==> src/rtl/meas_pkg.sv <==
// Shared encodings for the frequency measurement sequencer: FSM states and
// result byte-select codes.
package meas_pkg;

    typedef enum logic [1:0] {
        IDLE  = 2'd0,
        ARM   = 2'd1,
        GATE  = 2'd2,
        LATCH = 2'd3
    } state_t;

    localparam logic [1:0] BYTE_LSB  = 2'd0;
    localparam logic [1:0] BYTE_MID  = 2'd1;
    localparam logic [1:0] BYTE_MSB  = 2'd2;
    localparam logic [1:0] BYTE_STAT = 2'd3;

endpackage

==> src/rtl/sat_edge_counter.sv <==
// Saturating edge counter: clears on clr, counts inc pulses while en is high,
// and parks at all-ones with a sticky sat flag instead of wrapping.
module sat_edge_counter #(
    parameter int CNT_W = 24
) (
    input  logic             clk,
    input  logic             rst,
    input  logic             clr,
    input  logic             en,
    input  logic             inc,
    output logic [CNT_W-1:0] count,
    output logic             sat
);

    always_ff @(posedge clk or posedge rst) begin
        if (rst) begin
            count <= '0;
            sat   <= 1'b0;
        end else if (clr) begin
            count <= '0;
            sat   <= 1'b0;
        end else if (en && inc) begin
            if (count == {CNT_W{1'b1}}) begin
                sat <= 1'b1;
            end else begin
                count <= count + 1'b1;
            end
        end
    end

endmodule

==> src/rtl/measure_sequencer.sv <==
// One-shot oscillator frequency measurement: ARM clears the counter, GATE counts
// edges for N clk cycles, LATCH moves the count into the held result.
module measure_sequencer
    import meas_pkg::*;
#(
    parameter int GATE_W = 16,
    parameter int CNT_W  = 24
) (
    input  logic              clk,
    input  logic              rst,
    input  logic              start,
    input  logic              abort,
    input  logic [GATE_W-1:0] gate_cycles,
    input  logic              osc_edge,
    input  logic [1:0]        byte_sel,
    output logic              busy,
    output logic              done,
    output logic              overflow,
    output logic [CNT_W-1:0]  result,
    output logic [7:0]        out_byte
);

    state_t              state_reg, state_next;
    logic [GATE_W-1:0]   timer_reg, timer_next;
    logic [CNT_W-1:0]    result_reg;
    logic                overflow_reg;
    logic                done_reg;
    logic                cnt_clr, cnt_en, latch_en;
    logic [CNT_W-1:0]    count;
    logic                sat;
    logic [23:0]         res_ext;

    sat_edge_counter #(.CNT_W(CNT_W)) u_counter (
        .clk   (clk),
        .rst   (rst),
        .clr   (cnt_clr),
        .en    (cnt_en),
        .inc   (osc_edge),
        .count (count),
        .sat   (sat)
    );

    always_ff @(posedge clk or posedge rst) begin
        if (rst) begin
            state_reg <= IDLE;
            timer_reg <= '0;
        end else begin
            state_reg <= state_next;
            timer_reg <= timer_next;
        end
    end

    always_comb begin
        state_next = state_reg;
        timer_next = timer_reg;
        cnt_clr    = 1'b0;
        cnt_en     = 1'b0;
        latch_en   = 1'b0;
        case (state_reg)
            IDLE: begin
                if (start && !abort) begin
                    timer_next = gate_cycles;
                    state_next = ARM;
                end
            end
            ARM: begin
                cnt_clr    = 1'b1;
                state_next = (timer_reg == '0) ? LATCH : GATE;
            end
            GATE: begin
                cnt_en     = 1'b1;
                timer_next = timer_reg - 1'b1;
                if (timer_reg <= GATE_W'(1)) begin
                    state_next = LATCH;
                end
            end
            LATCH: begin
                latch_en   = 1'b1;
                state_next = IDLE;
            end
            default: state_next = IDLE;
        endcase
        // abort wins over everything, including the LATCH update
        if (abort && state_reg != IDLE) begin
            state_next = IDLE;
            latch_en   = 1'b0;
        end
    end

    always_ff @(posedge clk or posedge rst) begin
        if (rst) begin
            result_reg   <= '0;
            overflow_reg <= 1'b0;
            done_reg     <= 1'b0;
        end else begin
            done_reg <= latch_en;
            if (latch_en) begin
                result_reg   <= count;
                overflow_reg <= sat;
            end
        end
    end

    assign busy     = (state_reg != IDLE);
    assign done     = done_reg;
    assign overflow = overflow_reg;
    assign result   = result_reg;

    always_comb begin
        res_ext = 24'(result_reg);
        case (byte_sel)
            BYTE_LSB:  out_byte = res_ext[7:0];
            BYTE_MID:  out_byte = res_ext[15:8];
            BYTE_MSB:  out_byte = res_ext[23:16];
            default:   out_byte = {overflow_reg, 7'b0};
        endcase
    end

endmodule

==> config.mk <==
export PLATFORM = sky130hd
export DESIGN_NAME = measure_sequencer
export DESIGN_NICKNAME = d
export VERILOG_FILES = /design/src/rtl/meas_pkg.sv /design/src/rtl/sat_edge_counter.sv /design/src/rtl/measure_sequencer.sv
export SDC_FILE = /design/constraint.sdc
export NUM_CORES = 1
export LEC_CHECK = 0
export CORE_UTILIZATION = 35
export CTS_CLUSTER_SIZE = 20
export DETAILED_ROUTE_END_ITERATION = 6
export PLACE_DENSITY_LB_ADDON = 0.1
export SETUP_SLACK_MARGIN = 0.2
export SLEW_MARGIN = 20
export SYNTH_ARGS = -nofsm -noshare
export SYNTH_HDL_FRONTEND = slang
export SYNTH_HIERARCHICAL = 1
export SYNTH_SLANG_ARGS = --single-unit
==> constraint.sdc <==
create_clock -name clk -period 2.9 [get_ports clk]
set_input_delay 0.58 -clock clk [delete_from_list [all_inputs] [get_ports clk]]
set_output_delay 0.58 -clock clk [all_outputs]
set_load 0.01 [all_outputs]
# Word level (Yosys, flattened, before mapping)
# Index checks and enable logic that the tools add are counted.
[totals] reg_bits=69 in_bits=23 output_inout_bits=35 word_cells=53
[classes] n_addsub=2 magnitude_cmp=1 n_eq_ne=10 n_mux=18 reduce_logical=15
[op_table] cell="$mux 24" n=3
[op_table] cell="$pmux 16 s2" n=1
[op_table] cell="$add 24x1->24 const B" n=1
[op_table] cell="$eq 24x24->1 const B" n=1
[op_table] cell="$pmux 8 s3" n=1
[op_table] cell="$le 16x1->1 const B" n=1
[op_table] cell="$logic_not 16->1" n=1
[op_table] cell="$mux 16" n=1
[op_table] cell="$sub 16x1->16 const B" n=1
[op_table] cell="$mux 1" n=8
[op_table] cell="$pmux 2 s4" n=1
[op_table] cell="$reduce_and 2->1" n=4
[op_table] cell="$reduce_bool 2->1" n=4
[op_table] cell="$eq 2x2->1 const B" n=3
[op_table] cell="$mux 2" n=3
[op_table] cell="$ne 3x3->1 const B" n=2
[op_table] cell="$eq 2x1->1 const B" n=2
[op_table] cell="$logic_not 2->1" n=2
[op_table] cell="$ne 2x2->1 const B" n=2
[op_table] cell="$logic_and 1x1->1" n=3
[op_table] cell="$logic_not 1->1" n=1

# Depth between registers and ports, before layout
[depth] ltp_word=5 mapped_depth=8 depth_no_buf=7

# Modules after synthesis
# The synthesis kept the hierarchy.
[by_module_without_submodules] mod="measure_sequencer" n_inst=1 cells_each=282 area_each_um2=2383.5 seq_area_each_um2=1101.1
[by_module_without_submodules] mod="sat_edge_counter" n_inst=1 cells_each=152 area_each_um2=1450.1 seq_area_each_um2=625.6

# Least setup slack after synthesis
# OpenSTA, ideal clock, no wires.
[synth_path] path_kind="input -> output" start="input port byte_sel[1]" end="output port out_byte[7]" arrival_time_ns=1.558 setup_slack_ns=0.762 stages=2 path_buffers=1 cell_sequence="clkbuf_1 > mux4_2"
[synth_via] elab_chain_cells=2
[synth_rtl] item="start: declaration" line_no="measure_sequencer.sv:15" source="input logic [1:0] byte_sel,"
[synth_rtl] item="$eq 2x2->1, or another cell as far along" line_no="measure_sequencer.sv:111" source="case (byte_sel)"
[synth_rtl] item="$pmux 8 s3 *" line_no="measure_sequencer.sv:111"
[synth_rtl] item="end: declaration" line_no="measure_sequencer.sv:20" source="output logic [7:0] out_byte"
# Every way passes the cells marked *; elsewhere a longest branch is shown, timed or not.

# Worst setup path in the final report
[layout_path] start="input port byte_sel[0]" end="output port out_byte[4]"
# Same word-level chain as after synthesis.

==> run summary <==
First-pass GRT wire length - 16800 um
R2R Path Start - state_reg[0]
Row count - 37
Post-Place Cell Area - 4560 um2
Commonest non-fill, non-tap cell in the layout - nand2_1
Worst path cell trace - clkdlybuf4s50_1 -> nor2b_1 -> buf_4 -> nand2_1 -> o21ai_0 -> clkdlybuf4s50_1
Post-DP HPWL - 7390 um
Design Power - 3.20 mW
Hold buffer count at cts - 0
Critical path depth - 6
Commonest cells after routing, fill and taps aside - nand2_1, dfrtp_1, clkdlybuf4s50_1
ANT cells - 0
Max Clk Rate - 387 MHz
Die area - 11400 um2
Initial antenna violation count - 0
I/O Pins - 58
Final Hold Vio Count - 0
Worst endpoint required time - 2.32 ns
H-tree levels - 3
Max cap viols - 0
Clk_lat worst skew - 0.36 ns
Global Route Usage Sum - 19.2%
Clock Skew - 0.0109 ns
Worst Path Buf+Inv - 3
PD cells - 666 nW/um2
Chip height - 107 um
Drt total wl - 10300 um
Final worst slack - 0.317 ns
Cell area after synthesis - 3830 um2
Area growth syn-to-layout - 25.3%
Starting Density - 36.6%
CTS clk-pin slew, worst paths - 0.07 ns
Hold Crit Class - flop to flop
CTS tree - yes
Startpoint types - input port
CP Capture Type - output pin
I/O Buffers - 57
Post-CTS Setup Bufs - 0
Placed cell count - 618
Gr ovfl total - 0
TritonCTS Buffers - 9
TNS Setup - 0 ns
Clock Sinks - 69
Finished Core Util - 45.9%
Residual DRC - 0
Final instance area - 4800 um2
Unrepaired setup endpoints after global routing - false
Drt via density - 5.36
Synth unique cells - 57
CP most frequent cell - clkdlybuf4s50_1
Post-Layout Cell Count - 634
FFs w/ async S/R, synth - 100%
Ys flop type - dfrtp_1
Drt first pass iters - 4
Data arrival, critical path - 2.00 ns
Run status - complete, no violations
Layout cell share with drive strength beyond 1 - 9.24%
Normalized max-slew margin - 47.2%
WL/cell - 16.2 um
Final nets - 524
Path depth of the worst reg2reg path - 7
Core area - 10500 um2
Yosys warns - 6
Gpl congestion - 0.794
Synth Instances - 434
WHS - 0.470 ns
Type of the worst setup path - input port to output pin
Register bit total from synthesis - 69
First DRT Iteration DRCs - 226
CTS Buffer Depth - 2
FF-to-FF End - u_counter/count[21]
Critical-path top delay cell - clkdlybuf4s50_1
Worst Setup SP - byte_sel[0]
Slew @ Worst Pin - 0.792 ns
CTS resizes - 1
Reg2Reg Setup Slack - 0.56 ns
Maximum fanout along the worst path - 7
Root buf cell - clkbuf_8
Final Cycle Share - 89.1%
Crit-path max cell delay - 0.56 ns
Crit path capture - out_byte[4]
Antenna viol nets, final - 0
Final count of negative-setup-slack endpoints - 0
Peak VDD IR - 247 uV
Place WS - 0.125 ns
Number of global-route vias before repair - 3215
Largest net degree at the start of global routing - 42
Die Wd - 107 um
Via count - 3396
Minimum clock period - 2.58 ns
Sequential area share after synthesis - 45.0%
Leakage - 2.15 nW
Syn_area_per_cell - 8.83 um2
Delay-heaviest family, CP - buffers and inverters
Final Slew Violations - 0
Syn Nets - 465
EDFF count, synth - 0
==> cells in the mapped netlist (all sizes together), types with 2 or more instances <==
cell,n,area share (%)
and3,4,0.69
nand2b,3,0.49
mux2,3,0.88
o21a,2,0.39
or2,2,0.33
nor4,2,1.1
o32ai,2,0.46
a2bb2oi,3,0.69
nand3b,2,0.39
o31ai,6,1.2
nor2,31,3.0
ha,8,2.6
clkbuf,13,1.3
dfrtp,69,45
mux2i,9,2.3
buf,7,1.3
nand4b,3,0.69
or4,8,1.8
nand3,9,1.4
nor2b,5,0.82
xor2,7,1.6
a2111oi,3,1.2
xnor2,6,1.4
o211ai,2,0.39
inv,13,1.3
a41oi,2,0.46
or3,3,0.49
and4,3,0.69
o21ai,22,2.9
nand4,10,1.6
and2,2,0.33
a31oi,5,0.82
a21oi,32,4.2
nand2,106,10
o22ai,6,0.98
nor3,9,1.6
o22a,2,0.46
==> power by group <==
group	leakage, nW	internal, mW	switching (mW)
Clock	0.116	0.529	0.376
Combinational	1.12	0.408	0.556
Sequential	0.915	1.13	0.201
Total	2.15	2.06	1.13
==> worst min-delay path: stages, from the launching register on <==
cell,delay [ns]
dfrtp_1,0.35
nand2_1,0.05
nand2_1,0.05
==> layout make-up <==
type	instances	area (um2)
clock buffer	12	155
clock inverter	4	70.1
fill	1069	5660
inverter	14	52.6
multi-input combinational	330	1950
sequential	69	1730
tap	136	170
timing repair buffer	69	674
==> layer usage <==
layer | up-vias | global-route usage (%) | routed length, um
met5 | - | 0 | 0
met4 | 0 | 6.36 | 80
met3 | 10 | 3.83 | 462
met2 | 95 | 29.5 | 4770
met1 | 1646 | 26.9 | 4970
li1 | 1645 | - | -
==> cell families (layout without fill, tap and decap cells) <==
logic type / count (synthesis) / after routing / synth area share (%)
muxes: 13 / 13 / 3.82
and+or+nand+nor: 204 / 204 / 26.3
adders and majority gates: 8 / 8 / 2.61
AOI/OAI and AO/OA: 92 / 92 / 15.1
DFF: 69 / 69 / 45.0
xor gates and xnor gates: 13 / 13 / 2.97
buffers and inverters: 35 / 99 / 4.21
==> how the worst min path moves through the flow <==
stage / startpoint / cells past startpoint / slack [ns] / to
final: u_counter/sat / 2 / 0.47 / overflow
after global routing: u_counter/sat / 2 / 0.48 / overflow
after CTS: u_counter/sat / 2 / 0.47 / overflow
after detailed placement: u_counter/sat / 2 / 0.45 / overflow
after global placement: u_counter/sat / 2 / 0.45 / overflow
after floorplan: u_counter/sat / 2 / 0.44 / overflow
(Power assumes the default switching activity.)
